[config.mk]
export PLATFORM = sky130hd
export DESIGN_NAME = lcd_refresh_ctrl
export DESIGN_NICKNAME = d
export VERILOG_FILES = /design/src/rtl/lcd_pkg.sv /design/src/rtl/lcd_write_strobe.sv /design/src/rtl/lcd_refresh_ctrl.sv
export SDC_FILE = /design/constraint.sdc
export NUM_CORES = 1
export LEC_CHECK = 0
export CAP_MARGIN = 20
export CORE_ASPECT_RATIO = 0.75
export CORE_MARGIN = 5
export CORE_UTILIZATION = 40
export CTS_BUF_LIST = sky130_fd_sc_hd__clkbuf_8 sky130_fd_sc_hd__clkbuf_16
export CTS_CLUSTER_DIAMETER = 200
export DETAILED_ROUTE_END_ITERATION = 7
export PLACE_DENSITY = 0.69
export SLEW_MARGIN = 20
export SYNTH_ARGS = -nofsm -noshare
export SYNTH_HDL_FRONTEND = slang
export SYNTH_SLANG_ARGS = --single-unit
[constraint.sdc]
create_clock -name clk -period 3 [get_ports clk]
set_clock_uncertainty 0.05 [all_clocks]
set_input_delay 0.3 -clock clk [delete_from_list [all_inputs] [get_ports clk]]
set_output_delay 0.3 -clock clk [all_outputs]
set_load 0.05 [all_outputs]
[src/rtl/lcd_pkg.sv]
// Shared types and constants for the HD44780 refresh sequencer.
// Latency: n/a (declarations only).
// Backpressure: n/a.
package lcd_pkg;

  typedef enum logic [2:0] {
    PWR_WAIT, INIT, LINE, FETCH, CHAR, CURSOR, GAP, IDLE
  } lcd_state_t;

  typedef enum logic [1:0] {
    WS_IDLE, WS_SETUP, WS_PULSE, WS_WAIT
  } ws_phase_t;

  localparam logic [7:0] LCD_FUNC_SET   = 8'h38;
  localparam logic [7:0] LCD_DISP_ON    = 8'h0C;
  localparam logic [7:0] LCD_DISP_BLINK = 8'h0F;
  localparam logic [7:0] LCD_ENTRY      = 8'h06;
  localparam logic [7:0] LCD_CLEAR      = 8'h01;
  localparam logic [7:0] LCD_LINE1      = 8'h80;
  localparam logic [7:0] LCD_LINE2      = 8'hC0;
  localparam int         LCD_CHARS      = 32;

  // Init command for a given step of the power-up sequence.
  function automatic logic [7:0] init_cmd(input logic [1:0] step);
    case (step)
      2'd0:    return LCD_FUNC_SET;
      2'd1:    return LCD_DISP_ON;
      2'd2:    return LCD_ENTRY;
      default: return LCD_CLEAR;
    endcase
  endfunction

  function automatic int max_int(input int a, input int b);
    return (a > b) ? a : b;
  endfunction

endpackage

[src/rtl/lcd_write_strobe.sv]
// One LCD bus write: 1 setup cycle, EN_PULSE_CYC cycles of lcd_e high, then the selected wait.
// Latency: start -> done = 1 + EN_PULSE_CYC + wait cycles (done is high in the final cycle).
// Backpressure: start is accepted only while idle; rs/data stay latched until the next start.
module lcd_write_strobe
  import lcd_pkg::*;
#(
  parameter int EN_PULSE_CYC = 25,
  parameter int CMD_WAIT_CYC = 2500,
  parameter int CLR_WAIT_CYC = 100000,
  parameter int CW           = 18
) (
  input  logic       clk,
  input  logic       rst,
  input  logic       start,
  input  logic       rs,
  input  logic [7:0] data,
  input  logic       clr_wait,
  output logic       done,
  output logic       lcd_rs,
  output logic       lcd_e,
  output logic [7:0] lcd_data
);

  localparam logic [CW-1:0] EP_LAST = CW'(EN_PULSE_CYC - 1);
  localparam logic [CW-1:0] CMD_LEN = CW'(CMD_WAIT_CYC);
  localparam logic [CW-1:0] CLR_LEN = CW'(CLR_WAIT_CYC);

  ws_phase_t     phase, phase_nxt;
  logic [CW-1:0] cnt, cnt_nxt, wait_len, wait_nxt;
  logic          rs_nxt;
  logic [7:0]    data_nxt;

  // lcd_e comes straight from the phase register so reset drops it immediately.
  assign lcd_e = (phase == WS_PULSE);

  // Phase register and latched bus values.
  always_ff @(posedge clk or posedge rst) begin
    if (rst) begin
      phase    <= WS_IDLE;
      cnt      <= '0;
      wait_len <= '0;
      lcd_rs   <= 1'b0;
      lcd_data <= 8'h00;
    end else begin
      phase    <= phase_nxt;
      cnt      <= cnt_nxt;
      wait_len <= wait_nxt;
      lcd_rs   <= rs_nxt;
      lcd_data <= data_nxt;
    end
  end

  // Setup -> pulse -> wait sequencing; zero-length pulse or wait phases are skipped.
  always_comb begin
    phase_nxt = phase;
    cnt_nxt   = cnt;
    wait_nxt  = wait_len;
    rs_nxt    = lcd_rs;
    data_nxt  = lcd_data;
    done      = 1'b0;
    case (phase)
      WS_IDLE: if (start) begin
        phase_nxt = WS_SETUP;
        cnt_nxt   = '0;
        rs_nxt    = rs;
        data_nxt  = data;
        wait_nxt  = clr_wait ? CLR_LEN : CMD_LEN;
      end
      WS_SETUP: begin
        if (EN_PULSE_CYC != 0) phase_nxt = WS_PULSE;
        else if (wait_len != '0) phase_nxt = WS_WAIT;
        else begin
          phase_nxt = WS_IDLE;
          done      = 1'b1;
        end
      end
      WS_PULSE: begin
        if (cnt == EP_LAST) begin
          cnt_nxt = '0;
          if (wait_len == '0) begin
            phase_nxt = WS_IDLE;
            done      = 1'b1;
          end else begin
            phase_nxt = WS_WAIT;
          end
        end else begin
          cnt_nxt = cnt + CW'(1);
        end
      end
      WS_WAIT: begin
        if (cnt == wait_len - CW'(1)) begin
          phase_nxt = WS_IDLE;
          cnt_nxt   = '0;
          done      = 1'b1;
        end else begin
          cnt_nxt = cnt + CW'(1);
        end
      end
      default: phase_nxt = WS_IDLE;
    endcase
  end

endmodule

[src/rtl/lcd_refresh_ctrl.sv]
// 16x2 LCD sequencer: power-up init, then endless 32-char sweeps from the content block.
// Latency: first command after PWR_WAIT_CYC; one char per FETCH (2 cycles) plus one write.
// Backpressure: refresh_en only gates frame starts; LCD_CURSOR_BLINK_EN adds cursor commands per frame.
module lcd_refresh_ctrl
  import lcd_pkg::*;
#(
  parameter int PWR_WAIT_CYC = 750000,
  parameter int EN_PULSE_CYC = 25,
  parameter int CMD_WAIT_CYC = 2500,
  parameter int CLR_WAIT_CYC = 100000,
  parameter int GAP_CYC      = 0
) (
  input  logic       clk,
  input  logic       rst,
  input  logic       refresh_en,
  input  logic [7:0] char_in,
`ifdef LCD_CURSOR_BLINK_EN
  input  logic [4:0] cursor_pos,
  input  logic       cursor_on,
`endif
  output logic [4:0] index,
  output logic       lcd_rs,
  output logic       lcd_rw,
  output logic       lcd_e,
  output logic [7:0] lcd_data,
  output logic       init_done,
  output logic       frame_done
);

  localparam int MAXP = max_int(max_int(max_int(PWR_WAIT_CYC, EN_PULSE_CYC),
                                        max_int(CMD_WAIT_CYC, CLR_WAIT_CYC)), max_int(GAP_CYC, 2));
  localparam int CW = $clog2(MAXP) + 1;
  localparam logic [CW-1:0] PWR_LAST = CW'(PWR_WAIT_CYC - 1);
  localparam logic [CW-1:0] GAP_END  = CW'(GAP_CYC);

  lcd_state_t    state, state_nxt;
  logic [CW-1:0] cnt, cnt_nxt;
  logic [1:0]    step, step_nxt;
  logic          issued, issued_nxt, adv;
  logic [4:0]    index_nxt;
  logic [7:0]    char_q, char_nxt;
  logic          init_nxt, fd_nxt;
  logic          wr_start, wr_rs, wr_done;
  logic [7:0]    wr_data;

  assign lcd_rw = 1'b0;
  assign adv    = issued && wr_done;

  lcd_write_strobe #(
    .EN_PULSE_CYC (EN_PULSE_CYC),
    .CMD_WAIT_CYC (CMD_WAIT_CYC),
    .CLR_WAIT_CYC (CLR_WAIT_CYC),
    .CW           (CW)
  ) u_strobe (
    .clk      (clk),
    .rst      (rst),
    .start    (wr_start),
    .rs       (wr_rs),
    .data     (wr_data),
    .clr_wait (!wr_rs && (wr_data == LCD_CLEAR)),
    .done     (wr_done),
    .lcd_rs   (lcd_rs),
    .lcd_e    (lcd_e),
    .lcd_data (lcd_data)
  );

  // Sequencer state, counters and captured char.
  always_ff @(posedge clk or posedge rst) begin
    if (rst) begin
      state      <= PWR_WAIT;
      cnt        <= '0;
      step       <= 2'd0;
      issued     <= 1'b0;
      index      <= 5'd0;
      char_q     <= 8'h00;
      init_done  <= 1'b0;
      frame_done <= 1'b0;
    end else begin
      state      <= state_nxt;
      cnt        <= cnt_nxt;
      step       <= step_nxt;
      issued     <= issued_nxt;
      index      <= index_nxt;
      char_q     <= char_nxt;
      init_done  <= init_nxt;
      frame_done <= fd_nxt;
    end
  end

  // Next-state logic; each write state issues one strobe and advances on its done.
  always_comb begin
    state_nxt  = state;
    cnt_nxt    = cnt;
    step_nxt   = step;
    issued_nxt = issued;
    index_nxt  = index;
    char_nxt   = char_q;
    init_nxt   = init_done;
    fd_nxt     = 1'b0;
    wr_start   = 1'b0;
    wr_rs      = 1'b0;
    wr_data    = LCD_DISP_ON;
    if (state inside {INIT, LINE, CHAR, CURSOR}) begin
      if (!issued) begin
        wr_start   = 1'b1;
        issued_nxt = 1'b1;
      end else if (wr_done) begin
        issued_nxt = 1'b0;
      end
    end
    case (state)
      PWR_WAIT: begin
        if (PWR_WAIT_CYC == 0 || cnt == PWR_LAST) begin
          state_nxt = INIT;
          cnt_nxt   = '0;
        end else begin
          cnt_nxt = cnt + CW'(1);
        end
      end
      INIT: begin
        wr_data = init_cmd(step);
        if (adv) begin
          if (step == 2'd3) begin
            step_nxt  = 2'd0;
            init_nxt  = 1'b1;
            state_nxt = LINE;
          end else begin
            step_nxt = step + 2'd1;
          end
        end
      end
      LINE: begin
        wr_data = (index == 5'd0) ? LCD_LINE1 : LCD_LINE2;
        if (adv) begin
          state_nxt = FETCH;
          cnt_nxt   = '0;
        end
      end
      FETCH: begin
        // Content block answers one cycle after index moves; take it on the second cycle.
        if (cnt == CW'(1)) begin
          char_nxt  = char_in;
          state_nxt = CHAR;
          cnt_nxt   = '0;
        end else begin
          cnt_nxt = cnt + CW'(1);
        end
      end
      CHAR: begin
        wr_rs   = 1'b1;
        wr_data = char_q;
        if (adv) begin
          cnt_nxt = '0;
          if (index == 5'd15) begin
            index_nxt = 5'd16;
            state_nxt = LINE;
          end else if (index == 5'(LCD_CHARS - 1)) begin
            index_nxt = 5'd0;
            fd_nxt    = 1'b1;
`ifdef LCD_CURSOR_BLINK_EN
            state_nxt = CURSOR;
`else
            state_nxt = GAP;
`endif
          end else begin
            index_nxt = index + 5'd1;
            state_nxt = FETCH;
          end
        end
      end
`ifdef LCD_CURSOR_BLINK_EN
      CURSOR: begin
        if (step == 2'd0) wr_data = (cursor_pos[4] ? LCD_LINE2 : LCD_LINE1) | {4'h0, cursor_pos[3:0]};
        else              wr_data = cursor_on ? LCD_DISP_BLINK : LCD_DISP_ON;
        if (adv) begin
          if (step == 2'd0) begin
            step_nxt = 2'd1;
          end else begin
            step_nxt  = 2'd0;
            state_nxt = GAP;
            cnt_nxt   = '0;
          end
        end
      end
`endif
      GAP: begin
        if (cnt == GAP_END) begin
          state_nxt = refresh_en ? LINE : IDLE;
          cnt_nxt   = '0;
        end else begin
          cnt_nxt = cnt + CW'(1);
        end
      end
      IDLE: if (refresh_en) state_nxt = LINE;
      default: state_nxt = PWR_WAIT;
    endcase
  end

endmodule

# Word-level counts from Yosys, hierarchy flattened
# Index checks and enable logic that the tools add are counted.
classes:
  add_sub_neg: 5
  multipliers: 0
  n_div: 0
  order_cmp: 0
  eq_ne: 32
  shifts: 0
  mux: 46
  n_bitwise: 0
  reduce_logical: 22
op_table:
  columns: ["op", "n"]
  rows:
  - ["2-to-1 mux 21 bit", 7]
  - ["case mux 21 bit (4 select lines)", 1]
  - ["case mux 21 bit (3 select lines)", 1]
  - ["adder 21 x 1 -> 21 bit (second input constant)", 2]
  - ["zero test 21 bit", 2]
  - ["2-to-1 mux 3 bit", 11]
  - ["case mux 8 bit (3 select lines)", 1]
  - ["equality test 21 x 1 -> 1 bit (second input constant)", 1]
  - ["equality test 21 x 20 -> 1 bit (second input constant)", 1]
  - ["equality test 21 bit", 1]
  - ["equality test 21 x 5 -> 1 bit (second input constant)", 1]
  - ["case mux 3 bit (7 select lines)", 1]
  - ["subtractor 21 x 1 -> 21 bit (second input constant)", 1]
  - ["case mux 6 bit (3 select lines)", 1]
  - ["2-to-1 mux 17 bit", 1]
  - ["inequality test 2 bit (second input constant)", 7]
  - ["equality test 3 bit (second input constant)", 4]
  - ["2-to-1 mux 1 bit", 12]
  - ["AND reduction 2 bit", 6]
  - ["2-to-1 mux 2 bit", 5]
  - ["2-to-1 mux 5 bit", 2]
  - ["inequality test 2 x 1 -> 1 bit (second input constant)", 5]
  - ["equality test 2 bit (second input constant)", 4]
  - ["equality test 8 x 1 -> 1 bit (second input constant)", 1]
  - ["other kinds (20)", 26]
totals:
  ff_bits: 95
  latch_bits: 0
  ramBits: 0
  romBits: 0
  word_cells: 118
  n_memories: 0

# Logic depth before layout (Yosys ltp)
logic_depth:
  depth_word: 7
  depth_mapped: 12
  mapped_depth_nobuf: 9

# Cells and area by module
# A second synthesis with hierarchy kept.
hier_totals:
  cells_unflattened: 571
  area_unflattened_um2: 4899.7
by_module_without_submodules:
  columns: ["module", "n_inst", "cells_per_inst", "area_each_um2"]
  rows:
  - ["lcd_refresh_ctrl", 1, 267, 2473.6]
  - ["lcd_write_strobe", 1, 304, 2426.1]

# Worst setup path after synthesis
# OpenSTA, ideal clock, no wires.
synth_path:
  kind: "register -> register"
  startpoint: "register u_strobe.wait_len[11]"
  endpoint: "register cnt[10]"
  arrival_time_ns: 2.999
  setup_slack_ns: -0.182
  path_stages_with_launch: 12
  synth_period_minus_slack_ns: 3.182
  path_cell_list: "dfrtp_1 buf_2 inv_1 ha_1 or3b_2 a32o_1 a211oi_2 or4b_4 o21a_1 clkbuf_1 o31ai_1 o41ai_1"
synth_via:
  elab_chain_cells: 7
synth_rtl:
  columns: ["item", "line_no", "source"]
  rows:
  - ["start: declaration", "lcd_write_strobe.sv:29", "logic [CW-1:0] cnt, cnt_nxt, wait_len, wait_nxt;"]
  - ["start signal: assignment", "lcd_write_strobe.sv:47", "wait_len <= wait_nxt;"]
  - ["subtractor 21 x 1 -> 21 bit or zero test 21 bit (tied branches)", "lcd_write_strobe.sv:91, lcd_write_strobe.sv:80", null]
  - ["equality test 21 bit or 2-to-1 mux 1 bit (tied branches)", "lcd_write_strobe.sv:91, lcd_write_strobe.sv:80", null]
  - ["2-to-1 mux 1 bit, on equally long branches", "lcd_write_strobe.sv:91, lcd_write_strobe.sv:78", null]
  - ["case mux 1 bit (2 select lines) *", "lcd_write_strobe.sv:61", "case (phase)"]
  - ["logical AND 1 bit *", "lcd_refresh_ctrl.sv:47", "assign adv = issued && wr_done;"]
  - ["inequality test 2 x 1 -> 1 bit (no source line) *", null, null]
  - ["AND reduction 2 bit (no source line) *", null, null]
  - ["end signal: assignment", "lcd_refresh_ctrl.sv:80", "cnt <= cnt_nxt;"]
  - ["end: declaration", "lcd_refresh_ctrl.sv:37", "logic [CW-1:0] cnt, cnt_nxt;"]
# Mark *: on every way between the ends. The rest lies on a longest branch, timed or not.
# A chain may end at the register's enable or synchronous reset.

# Worst setup path after layout
layout_path:
  startpoint: "register u_strobe.wait_len[11]"
  endpoint: "register cnt[20]"
# Same word-level chain as after synthesis.

==> metrics.txt <==
CTS Sinks 77; drt pass-1 iters 5; Crit path largest cell delay ~0.54 ns; RR Startpoint u_strobe.wait_len[11]$_DFFE_PP0P_; Crit Path Max Fanout 10; average detailed-routed wire length per instance 17.5 um; DP Wirelength about 9000 um; Iteration-0 DRC Markers 387; endpoints failing setup 1; worst path cell trace inv_4 -> ha_4 -> or3b_4 -> a32o_2 -> a211oi_2 -> or4b_4 -> o21a_4 -> buf_12 -> o31ai_2 -> o31ai_2; die height 108 um; fmax 329 MHz; Slew Limit Fails 0; Vias 4733; final instance area 6580 sq um; Setup crit end kind flip-flop; Max-cap violations 0; worst slew pin tran between 0.7 and 0.8 ns; Worst EP arrival ~3.2 ns; WP buf/inv 2; Worst-path clk slew 0.06 ns; Top-Level Pins 29; final worst path period need 3.04 ns; RSZ-0062 raised after global routing true; layout cells sized above 1 0.233; Final Util 0.531; final WL 14000 um; part of the power in registers 0.451; register bit total from synthesis 77; # DRC 0; FF-to-FF path depth 10; Synth Area in Compound Gates 0.205; mux share of post-synthesis cell area 0.0408; r2r setup slk -0.04 ns; status finished with violations; Root Driver clkbuf_16; number of nets still failing antenna checks after routing 0; library cells used by synthesis 74; TritonCTS Buffers 9; sequential fraction of the synthesis area 0.378; post-synthesis instance area 5090 sq um; static leakage 0.00275 uW; failing checks setup timing; worst setup path class reg2reg; CTS tree built; initial antenna violation count 0; Syn Area/Cell 8.78 sq um; routed vias/inst 5.93; PwrDens roughly 350 nW/um^2; ANT cells 0; startpoint class of the critical path flip-flop; starting utilization of the core area 0.411; first-pass GRT wire length 22300 um; Area after DPL 5750 sq um; period utilisation layout 1.01; Post-Synth Simple-Gate Area 0.245; Net Sw Frac 0.208; FFs w/ async S/R, synth 1.00; Setup TNS -0.0383 ns; core footprint 12400 sq um; Clock Latency Late Sink 0.34 ns; vias in the first global route between 4000 and 5000; DIE WIDTH 140 um; Crit path max-delay family compound AO/OA/AOI/OAI gates; Global Route Usage Sum 0.178; largest net degree at the start of global routing 43; hold slack final 0.323 ns; Gate power share 0.019; port bufs 27; slowest CP cell or4b_4; Final WS setup -0.0383 ns; Crit Reg-Reg Endpoint cnt[20]$_DFFE_PP0P_; Power Internal 1840 uW; Rows 35; hold-fix buffer count after cts 0; Area growth, synth to finish 29.2%; main combinational cell family by area after synthesis simple AND/OR/NAND/NOR gates; Clock power frac 0.530; Post-synth EDFFs 0; most frequent CP cell o31ai_2; Synth Area in Adders 0.0437; Worst Path Required 3.16 ns; CTS max path bufs 2; Syn Inst Count 580; Synthesized Nets 608; synth warn 0; die area about 15000 sq um; Final Hold Fails 0; Overflow after GRT 0; H-tree lvl count 3; Max VDD drop 311 uV; Worst slew margin 0.522; dominant synthesized flop cell dfrtp_1; Placer Congestion 0.922; fin nets 655; post-synthesis xor/xnor area fraction 0.0275; NetSw 483 uW; HP Class in2async
[layer usage]
metal  GRT usage  vias to the layer above  wire length (um)
met1       0.249                     2267              6330
met2       0.275                      195              6280
met5           0                        -                 0
li1            -                     2232                 -
met3      0.0391                       39              1000
met4      0.0595                        0               373
[power by group through the flow]
stage	Clock, uW	Combinational (uW)	Sequential [uW]
CTS	1250	47.0	1050
floorplan	0	23.6	1060
detailed placement	0	46.8	1070
global placement	0	46.1	1070
finish	1230	44.9	1050
global route	1300	52.4	1050
[Yosys cell counts, drive strengths merged, types with 3 or more instances]
master  number  area [sq um]
a211o        3          26.3
a211oi       4          35.0
a21oi       21           105
a22o         8          70.1
a22oi        3          22.5
a31oi       10          62.6
a41o         5          51.3
and2         4          25.0
and3        14          87.6
buf         12          72.6
clkbuf      34           128
dfrtp       77          1930
ha          17           213
inv         25          93.8
mux2        14           158
mux2i        5          50.1
nand2       51           191
nand2b       5          31.3
nand3       36           198
nand4       11          68.8
nor2        41           154
nor2b       10          62.6
nor3        13          65.1
nor3b        4          30.0
nor4        12          75.1
nor4b        4          35.0
o21a         4          30.0
o21ai       28           151
o31ai       31           233
o41ai        6          52.6
or2          6          37.5
or3          9          56.3
or4b         4          47.6
xnor2        9          78.8
xor2         7          61.3
[flip-flops by register name, summed over array words and instances, names as in the netlist, 2 cells and up]
register / cells
char_q: 8
cnt: 21
index: 5
state: 3
step: 2
u_strobe.cnt: 21
u_strobe.lcd_data: 8
u_strobe.phase: 2
u_strobe.wait_len: 3
[area by class of cell]
type	instances	area (sq um)
Clock inverter	5	81.3
Inverter	26	101
Tap cell	166	208
Fill cell	1048	5810
Timing Repair Buffer	81	748
Clock buffer	11	253
Sequential cell	77	1930
Multi-Input combinational cell	432	3260
[how the worst max path moves through the flow]
stage / cells after the start / start / endpoint
after floorplan: 12 / u_strobe.wait_len[11]$_DFFE_PP0P_ / cnt[10]$_DFFE_PP0P_
after global placement: 10 / u_strobe.wait_len[11]$_DFFE_PP0P_ / cnt[18]$_DFFE_PP0P_
after detailed placement: 10 / u_strobe.wait_len[11]$_DFFE_PP0P_ / cnt[17]$_DFFE_PP0P_
after CTS: 10 / u_strobe.wait_len[11]$_DFFE_PP0P_ / cnt[13]$_DFFE_PP0P_
after global routing: 10 / u_strobe.wait_len[11]$_DFFE_PP0P_ / cnt[20]$_DFFE_PP0P_
final: 10 / u_strobe.wait_len[11]$_DFFE_PP0P_ / cnt[20]$_DFFE_PP0P_
[stage by stage]
step                      setup slack [ns]  total power (uW)  std cells
after floorplan                   -0.00354              1090        580
after global placement              0.0330              1110        770
after detailed placement           -0.0438              1110        770
after CTS                         -0.00230              2340        791
after global routing                -0.116              2390        798
final                              -0.0383              2320        798
[placed cells by master (no fill, tap or decap), types with 14 or more instances in the layout]
cell              n
ha_1             15
and3_1           14
nand2_1          51
dfrtp_1          74
o21ai_0          23
nand3_1          34
a21oi_1          21
inv_1            22
clkdlybuf4s50_1  27
o31ai_4          14
buf_4            43
mux2_2           14
nor2_1           41
[kinds of logic (layout without fill, tap and decap cells)]
group,after synthesis,in the layout
simple gates,233,234
compound gates,144,144
flops,77,77
buf+inv,72,123
mux,19,19
fa+ha+maj,18,18
xor+xnor,16,16
other cells,1,1
[repair_timing]
item / 4_1_cts / 5_1_grt
gates cloned: 1 / 2
setup endpoints to repair: 11 / 30
pin swaps: 2 / 24
setup buffers: 4 / 5
resized for setup: 12 / 54
Power figures use the tool's default switching activity.
==> patch, RTL diff (config.mk and constraints unchanged) <==
Add a define of `LCD_CURSOR_BLINK_EN`.
--- a/src/rtl/lcd_refresh_ctrl.sv
+++ b/src/rtl/lcd_refresh_ctrl.sv
@@ -1,6 +1,8 @@
 // 16x2 LCD sequencer: power-up init, then endless 32-char sweeps from the content block.
 // Latency: first command after PWR_WAIT_CYC; one char per FETCH (2 cycles) plus one write.
 // Backpressure: refresh_en only gates frame starts; LCD_CURSOR_BLINK_EN adds cursor commands per frame.
+`define LCD_CURSOR_BLINK_EN
+
 module lcd_refresh_ctrl
   import lcd_pkg::*;
 #(
Ports: changed (added cursor_on and cursor_pos); port bits go from 29 to 35. The function was not compared with the original's and may differ.
==> patch against the unedited design <==
  * Via count fell by 3.2%
  * Worst hold slack improved by 63 ps
  * Power is 0.76% higher
  * Sequential share of layout area grew 2.9 points
  * Wire length decreased by 9.1%
  * Global-route usage is 0.80 points lower
  * Final area is 9.2% lower
  * Sequential cell count is the same
  * Synthesized area decreased by 0.64%
  * Worst setup slack improved by 220 ps
==> patch: results (changes against the unedited design) <==
| Metric | Value |
|---|---|
| Status | `finished clean (was complete, but fails checks)` |
| VDD IR max | `0.000251 V (was 0.000311 V)` |
| Worst hold margin | `386 ps (was 323 ps)` |
| Vias per inst | `5.81 (was 5.93)` |
| Syn nets | `627 (was 608)` |
| DP Wirelength | `9130 um (was 9150 um)` |
| Top flop regs | `cnt x21, u_strobe.cnt x21 (unchanged)` |
| Int Pwr | `1.87 mW (was 1.84 mW)` |
| Worst skew pair latency | `340 ps (about the same)` |
| Final Max Tran Viols | `0 (unchanged)` |
| Critical path's slowest cell | `a32oi_2 (was or4b_4)` |
| Final Non-Filler Cells | `788 (was 798)` |
| Critical-path maximum fanout | `8 (was 10)` |
| Worst-Margin Slew | `840 ps (was 714 ps)` |
| Worst Path Arrival | `2990 ps (was 3200 ps)` |
| DRT iter0 DRCs | `312 (was 387)` |
| # fillers | `1154 (was 1048)` |
| Top cells by count, synth | `dfrtp_1 (77), nand2_1 (53), a21oi_1 (41), inv_1 (41), o21ai_0 (40) (was dfrtp_1 (77), nand2_1 (51), nor2_1 (41))` |
| Synth top area cells | `dfrtp_1 (38%), ha_1 (4.5%), a21oi_1 (4.1%) (was dfrtp_1 (38%), o31ai_1 (4.6%), ha_1 (4.2%))` |
| Reg2Reg Setup Slack | `180 ps (was -40 ps)` |
| Buffers on Ports | `33 (was 27)` |
| Top Family by Delay on Critical Path | `compound AO/OA/AOI/OAI gates (unchanged)` |
| Highest Clock Rate | `0.354 GHz (was 0.329 GHz)` |
| Sequential fraction of the synthesis area | `38.1% (was 37.8%)` |
| Library cells used by synthesis | `73 (was 74)` |
| Global-route wire length before repair | `21300 um (was 22300 um)` |
| Clock root buffer | `clkbuf_16 (unchanged)` |
| DP Area | `5560 um2 (was 5750 um2)` |
| Syn Area/Cell | `8.54 um2 (was 8.78 um2)` |
| CP max stage delay | `490 ps (was 540 ps)` |
| WP buf/inv | `3 (was 2)` |
| Vias in the first global route | `4309 (was 4430)` |
| GRT Overall Usage | `17.0% (was 17.8%)` |
patch: cell count changes after synthesis, sizes merged, moves of 14 or more:
cell | before | now
clkbuf | 34 | 16
a31oi | 10 | 24
inv | 25 | 41
o21ai | 28 | 44
a21oi | 21 | 41
o31ai | 31 | 4
patch: worst register-to-register path, delay by kind of cell, from the launching register on:
kind            cells  cell delay, ps
compound gates      5            1570
flops               1             380
fa+ha+maj           1             210
simple gates        1             120
buf+inv             3             400
patch: per-layer routing:
metal	vias to the layer above	part of all wire, %	GRT usage, %
met4	0	1.1	4.08
met2	107	45	25.7
li1	2200	-	-
met1	2251	49	24.9
met3	24	4.9	3.69
met5	-	0	0
patch: power by group through the flow:
| stage | clock, mW | sequential [mW] | combinational [mW] |
|---|---|---|---|
| CTS | 1.28 | 1.04 | 0.0511 |
| global route | 1.33 | 1.04 | 0.0554 |
| global placement | 0 | 1.06 | 0.0504 |
| finish | 1.25 | 1.04 | 0.0487 |
| floorplan | 0 | 1.06 | 0.0202 |
| detailed placement | 0 | 1.06 | 0.0508 |
patch: area by class of cell:
cell class	count	area share (%)
inverter	41	2.60
multi-input combinational	439	47.8
clock buffer	9	3.77
clock inverter	7	1.93
sequential	77	32.2
timing repair buffer	49	8.16
tap	166	3.47
patch: logic make-up (layout without fill, tap and decap cells):
group	Yosys count	after routing	share of synthesized area, %
compound gates	169	169	21.9
xor+xnor	9	9	1.56
fa+ha+maj	18	18	4.45
buf+inv	76	106	6.38
flops	77	77	38.1
mux	19	19	4.03
other cells	1	1	0.0741
simple gates	223	223	23.5
patch: repair_timing:
action | in CTS | in global routing
endpoints found under the setup margin | 0 | 42
resized for setup | 0 | 7
setup buffers | 0 | 2
